$ cat config.mk
export PLATFORM = sky130hd
export DESIGN_NAME = if_fetch_unit
export DESIGN_NICKNAME = d
export VERILOG_FILES = /design/src/rtl/if_fetch_unit_pkg.sv /design/src/rtl/if_fetch_unit_fifo.sv /design/src/rtl/if_fetch_unit.sv
export SDC_FILE = /design/constraint.sdc
export NUM_CORES = 1
export LEC_CHECK = 0
export ABC_CLOCK_PERIOD_IN_PS = 6300
export CORE_MARGIN = 5
export CORE_UTILIZATION = 54
export CTS_CLUSTER_DIAMETER = 80
export DETAILED_ROUTE_END_ITERATION = 6
export PLACE_DENSITY_LB_ADDON = 0.05
export SLEW_MARGIN = 40
export SYNTH_ARGS = -nofsm -noshare
export SYNTH_HDL_FRONTEND = slang
export SYNTH_HIERARCHICAL = 1
export SYNTH_SLANG_ARGS = --single-unit
$ cat constraint.sdc
create_clock -name clk -period 6.3 [get_ports clk]
set_input_delay 1.26 -clock clk [delete_from_list [all_inputs] [get_ports clk]]
set_output_delay 1.26 -clock clk [all_outputs]
set_load 0.05 [all_outputs]
$ cat src/rtl/if_fetch_unit_pkg.sv
// Shared types and constants for the instruction-fetch stage.
// The adel field of fetch_entry_t exists only when IF_ALIGN_CHECK_EN is defined.
package if_fetch_unit_pkg;

    localparam logic        RstEnable  = 1'b1;
    localparam logic [31:0] ZeroWord   = 32'h0000_0000;
    localparam logic [31:0] NopInst    = ZeroWord;
    localparam int unsigned IfBufDepth = 2;

    typedef logic [31:0] inst_addr_t;
    typedef logic [31:0] inst_t;

    typedef struct packed {
`ifdef IF_ALIGN_CHECK_EN
        logic       adel;
`endif
        inst_addr_t pc;
        inst_t      inst;
    } fetch_entry_t;

endpackage

$ cat src/rtl/if_fetch_unit_fifo.sv
// Synchronous first-word-fall-through FIFO with clear; the head word is read
// straight from the storage registers. DEPTH must be a power of two >= 2.
module if_fetch_fifo
    import if_fetch_unit_pkg::*;
#(
    parameter int unsigned WIDTH = 32,
    parameter int unsigned DEPTH = 2
) (
    input  logic                   clk,
    input  logic                   rst,
    input  logic                   clear_i,
    input  logic                   push_i,
    input  logic [WIDTH-1:0]       data_i,
    input  logic                   pop_i,
    output logic [WIDTH-1:0]       data_o,
    output logic                   full_o,
    output logic                   empty_o,
    output logic [$clog2(DEPTH):0] count_o
);

    localparam int unsigned AW = $clog2(DEPTH);

    logic [WIDTH-1:0] mem_q [DEPTH];
    logic [AW-1:0]    wr_q, rd_q;
    logic [AW:0]      cnt_q;
    logic             do_push, do_pop;

    assign full_o  = (cnt_q == (AW+1)'(DEPTH));
    assign empty_o = (cnt_q == '0);
    assign count_o = cnt_q;
    assign data_o  = mem_q[rd_q];
    assign do_push = push_i && !full_o;
    assign do_pop  = pop_i && !empty_o;

    always_ff @(posedge clk) begin
        if (rst == RstEnable || clear_i) begin
            wr_q  <= '0;
            rd_q  <= '0;
            cnt_q <= '0;
        end else begin
            if (do_push) wr_q <= wr_q + AW'(1);
            if (do_pop)  rd_q <= rd_q + AW'(1);
            cnt_q <= cnt_q + (AW+1)'(do_push) - (AW+1)'(do_pop);
        end
    end

    always_ff @(posedge clk) begin
        if (rst != RstEnable && !clear_i && do_push) mem_q[wr_q] <= data_i;
    end

endmodule

$ cat src/rtl/if_fetch_unit.sv
// Instruction-fetch stage: PC generation, credit-limited imem requests and a
// response buffer toward ID. Optional misaligned-flush trap: IF_ALIGN_CHECK_EN.
module if_fetch_unit
    import if_fetch_unit_pkg::*;
#(
    parameter logic [31:0] RESET_PC  = 32'h0000_0000,
    parameter int unsigned BUF_DEPTH = IfBufDepth
) (
    input  logic        clk,
    input  logic        rst,
    input  logic        flush_i,
    input  logic [31:0] flush_pc_i,
    output logic        imem_req_o,
    output logic [31:0] imem_addr_o,
    input  logic        imem_gnt_i,
    input  logic        imem_rvalid_i,
    input  logic [31:0] imem_rdata_i,
    output logic        id_valid_o,
    input  logic        id_ready_i,
    output logic [31:0] id_pc_o,
    output logic [31:0] id_inst_o
`ifdef IF_ALIGN_CHECK_EN
    ,
    output logic        id_adel_o
`endif
);

    localparam int unsigned CW = $clog2(BUF_DEPTH) + 1;

    logic [31:0]  pc_q, pc_d, flush_pc, aq_head;
    logic [CW-1:0] outst_q, outst_d, drop_q, drop_d, occ, aq_count;
    logic [CW:0]  in_use;
    logic         grant, pop, resp_keep, resp_push, adel_push, halt, credit_ok;
    logic         resp_full, resp_empty, aq_full, aq_empty;
    fetch_entry_t push_entry, head;

`ifdef IF_ALIGN_CHECK_EN
    logic halt_q, adel_pend_q, flush_misaligned;

    assign flush_misaligned = (flush_pc_i[1:0] != 2'b00);
    assign flush_pc         = flush_pc_i;
    assign halt             = halt_q;
    assign adel_push        = adel_pend_q && !flush_i;
    assign id_adel_o        = id_valid_o && head.adel;

    always_ff @(posedge clk) begin
        if (rst == RstEnable) begin
            halt_q      <= 1'b0;
            adel_pend_q <= 1'b0;
        end else if (flush_i) begin
            halt_q      <= flush_misaligned;
            adel_pend_q <= flush_misaligned;
        end else begin
            adel_pend_q <= 1'b0;
        end
    end
`else
    assign flush_pc  = flush_pc_i & ~32'h3;
    assign halt      = 1'b0;
    assign adel_push = 1'b0;
`endif

    // A pop this cycle frees a slot at the same edge, so it is credited back
    // immediately; this is what sustains one instruction per cycle.
    assign in_use     = (CW+1)'(outst_q) + (CW+1)'(occ) - (CW+1)'(pop);
    assign credit_ok  = (in_use < (CW+1)'(BUF_DEPTH));
    assign imem_req_o = (rst != RstEnable) && !flush_i && credit_ok && (drop_q == '0) && !halt;
    assign imem_addr_o = pc_q;

    assign grant     = imem_req_o && imem_gnt_i;
    assign pop       = id_valid_o && id_ready_i;
    assign resp_keep = imem_rvalid_i && (drop_q == '0) && !flush_i;
    assign resp_push = resp_keep || adel_push;

    always_comb begin
        pc_d    = pc_q;
        outst_d = outst_q;
        drop_d  = drop_q;
        if (flush_i) begin
            pc_d    = flush_pc;
            outst_d = '0;
            drop_d  = drop_q + outst_q - CW'(imem_rvalid_i);
        end else begin
            if (grant) pc_d = pc_q + 32'd4;
            outst_d = outst_q + CW'(grant) - CW'(resp_keep);
            if (imem_rvalid_i && drop_q != '0) drop_d = drop_q - CW'(1);
        end
    end

    always_ff @(posedge clk) begin
        if (rst == RstEnable) begin
            pc_q    <= RESET_PC;
            outst_q <= '0;
            drop_q  <= '0;
        end else begin
            pc_q    <= pc_d;
            outst_q <= outst_d;
            drop_q  <= drop_d;
        end
    end

    always_comb begin
        push_entry      = '0;
        push_entry.pc   = aq_head;
        push_entry.inst = imem_rdata_i;
`ifdef IF_ALIGN_CHECK_EN
        if (adel_pend_q) begin
            push_entry.pc   = pc_q;
            push_entry.inst = ZeroWord;
            push_entry.adel = 1'b1;
        end
`endif
    end

    if_fetch_fifo #(.WIDTH(32), .DEPTH(BUF_DEPTH)) u_addr_q (
        .clk     (clk),
        .rst     (rst),
        .clear_i (flush_i),
        .push_i  (grant),
        .data_i  (pc_q),
        .pop_i   (resp_keep),
        .data_o  (aq_head),
        .full_o  (aq_full),
        .empty_o (aq_empty),
        .count_o (aq_count)
    );

    if_fetch_fifo #(.WIDTH($bits(fetch_entry_t)), .DEPTH(BUF_DEPTH)) u_resp_buf (
        .clk     (clk),
        .rst     (rst),
        .clear_i (flush_i),
        .push_i  (resp_push),
        .data_i  (push_entry),
        .pop_i   (pop),
        .data_o  (head),
        .full_o  (resp_full),
        .empty_o (resp_empty),
        .count_o (occ)
    );

    assign id_valid_o = !resp_empty;
    assign id_pc_o    = id_valid_o ? head.pc   : ZeroWord;
    assign id_inst_o  = id_valid_o ? head.inst : NopInst;

    always_ff @(posedge clk) begin
        if (rst != RstEnable && !flush_i) begin
            assert (!(resp_push && resp_full));
            assert (!(grant && aq_full));
            assert (!(resp_keep && aq_empty));
            assert (aq_count == outst_q);
        end
    end

endmodule

==> impl_metrics.toml <==
[run_status]
run_status = "complete, no violations"

[clock_tree]
clk_path_buf_depth = 3
clock_latency_ps = 520
cts_resized = 0
path_clk_slew_ps = 60
post_cts_buffers = 0
numCtsBuffers = 24
cts_tree = "done"
cts-hold-fix-buffers = 0
cts_sinks = 236
cts_root_buffer = "clkbuf_16"
cts-htree-levels = 1

[setup_path]
startpoint_type = "primary input"
cpMaxStageDelayCell = "clkdlybuf4s50_1"
timing.rr.start = "u_resp_buf/count_o[1]$_SDFF_PP0_"
worstSetupPathType = "in2out"
crit_fanout = 4
crit_top_cell = "clkdlybuf4s50_1"
worstPathRequired_ps = 5040
cp_slowest_stage_delay_ps = 860
cp.arrival_ps = 4080
reg2reg_depth = 16
ff2ff_setup_slack_ps = 2360
crit_chain = "clkdlybuf4s50_1, nor2b_1, ha_1, nand2b_1, fa_1, xnor2_1, nor3_1, clkdlybuf4s50_1"
crit_path_end_kind = "output pin"
reg2reg_to = "u_addr_q/count_o[1]$_SDFF_PP0_"

[drt]
drt_iter0_drc = 352
ant_nets = 0
vias_per_cell = 5.287
dr.pass1.iters = 5
post_drt_wl_per_cell_um = 17.99
drt-total-wl_um = 20400
vias = 5996
drt_drc_violations_left = 0

[synthesis]
yosysWarnings = 6
synth_area_sq_mm = 0.01038
avgSynthCellArea_sq_um = 15.18
synth_cells = 684

[global_route]
antenna_found_initial = 0
grt.met1_usage_pct = 23.86
grt_pass1_vias = 6224
overflow = 0
grt_usage_pct = 18.27
grt_start_max_net_pins = 66
top_usage_layer = "met2"
grtUsageMet3_pct = 4.052
grt_first_pass_wirelength_um = 32350
gr-usage-met2_pct = 31.39

[sta]
hold_violations = 0
slew_violations = 0
worstMarginPinSlew_ps = 801.4
tns_ps = 0
rsz0062_at_grt = "false"
slew_headroom_pct = 46.57
fin_crit_sh_pct = 84.77
clock_skew_ps = 11.53
setup_viol = 0
min_period_ps = 5341
max_freq_mhz = 187.2

[die]
fp-row-count = 50
die_w_um = 148.6
die_area_sq_mm = 0.02210
initial_utilization_pct = 55.12
die_h_um = 148.6
core_area_sq_mm = 0.01883
ios = 168

[placed_design]
dpl.hpwl_um = 13510
gp_congestion = 0.8755
io_buffers = 163

[layout]
syn_to_final_growth_pct = 25.90
diodes = 0
nNetsFinal = 939
final_core_util_pct = 69.40
drive_gt1_share_pct = 18.65

[hold_path]
hold_start = "u_addr_q/wr_q$_SDFFE_PP0P_"
hp-class = "reg2reg"
hold_path_depth = 2
min_to = "u_addr_q/wr_q$_SDFFE_PP0P_"

[pwr]
p_int_mw = 2.743
vdd_drop_max_mv = 0.1864
p_sw_share_pct = 23.31
power_density_mw_per_mm2 = 273.7
seq_power_share_pct = 49.0
pwr-share-clk_pct = 41.4
combPwrFrac_pct = 9.6
switchingPower_uw = 833.8
p_leak_nw = 4.510

[job]
max_cap_violations = 0
-- state kept, by name, summed over array words and instances, names as in the netlist, named ones only --
register,count
outst_q,2
u_addr_q/count_o,2
u_addr_q/rd_q,1
u_resp_buf/wr_q,1
imem_addr_o,30
u_addr_q/mem_q,64
u_resp_buf/mem_q,128
u_resp_buf/count_o,2
u_resp_buf/rd_q,1
u_addr_q/wr_q,1
drop_q,2
-- layout make-up --
cell class              instances  area (sq um)
fillers                      1286          5762
clock buffers                  29         669.4
flip-flops and latches        236          6651
inverters                      14         52.55
well taps                     260         325.3
multi-input cells             406          3453
repair buffers                174          1730
clock inverters                15         186.4
-- per-stage QoR --
| stage | std cells | instance area, sq um | setup WS [ps] | total power [mW] | hold WS (ps) |
|---|---|---|---|---|---|
| 2_1_floorplan | 689 | 10400 | 1099 | 1.988 | 442.9 |
| 3_3_place_gp | 1089 | 12190 | 998.6 | 2.119 | 451.6 |
| 3_5_place_dp | 1090 | 12210 | 1004 | 2.129 | 478.4 |
| 4_1_cts | 1134 | 13070 | 978.3 | 3.615 | 487.4 |
| 5_1_grt | 1134 | 13070 | 866.3 | 3.710 | 515.6 |
| 6_report | 1134 | 13070 | 959.5 | 3.576 | 484.8 |
-- metal layers --
metal	vias to the layer above	routed length (um)
met5	-	0
met4	0	289
met3	26	1455
met2	198	9960
met1	2898	8692
li1	2874	-
-- cells in the final DEF, fill, tap and decap left out, drive strengths merged, types with 4 or more instances in the layout --
master / count
nor3: 12
dfxtp: 44
clkinvlp: 4
and4: 5
nor2b: 66
conb: 6
ha: 12
mux2: 96
clkbuf: 29
o22ai: 11
nand2: 20
mux2i: 4
nand3: 14
clkinv: 8
inv: 14
xor2: 22
or3: 4
a211oi: 13
a31oi: 6
nor2: 34
a21oi: 6
and3: 8
xnor2: 18
buf: 11
and2: 13
clkdlybuf4s50: 163
nand4: 16
edfxtp: 192
-- power groups by stage --
| stage | sequential [mW] | combinational, mW | clock [mW] |
|---|---|---|---|
| 4_1_cts | 1.75 | 0.344 | 1.52 |
| 6_report | 1.75 | 0.342 | 1.48 |
| 3_5_place_dp | 1.79 | 0.343 | 0 |
| 2_1_floorplan | 1.82 | 0.167 | 0 |
| 5_1_grt | 1.76 | 0.364 | 1.59 |
| 3_3_place_gp | 1.78 | 0.336 | 0 |
-- how the worst max path moves through the flow --
stage | start | to | slack [ps] | depth (start not counted)
floorplan | flush_i | u_resp_buf/mem_q[0][0]$_DFFE_PP_ | 1100 | 5
global placement | id_ready_i | imem_req_o | 1000 | 8
detailed placement | id_ready_i | imem_req_o | 1000 | 8
CTS | id_ready_i | imem_req_o | 980 | 8
global route | id_ready_i | imem_req_o | 870 | 8
finish | id_ready_i | imem_req_o | 960 | 8
-- worst max-delay path, delay by kind of cell --
family / cells / cell delay, ps
xor+xnor: 1 / 200
fa+ha+maj: 2 / 670
simple gates: 3 / 630
buf+inv: 2 / 1310
Note: power is estimated with default switching activity, not from simulation.
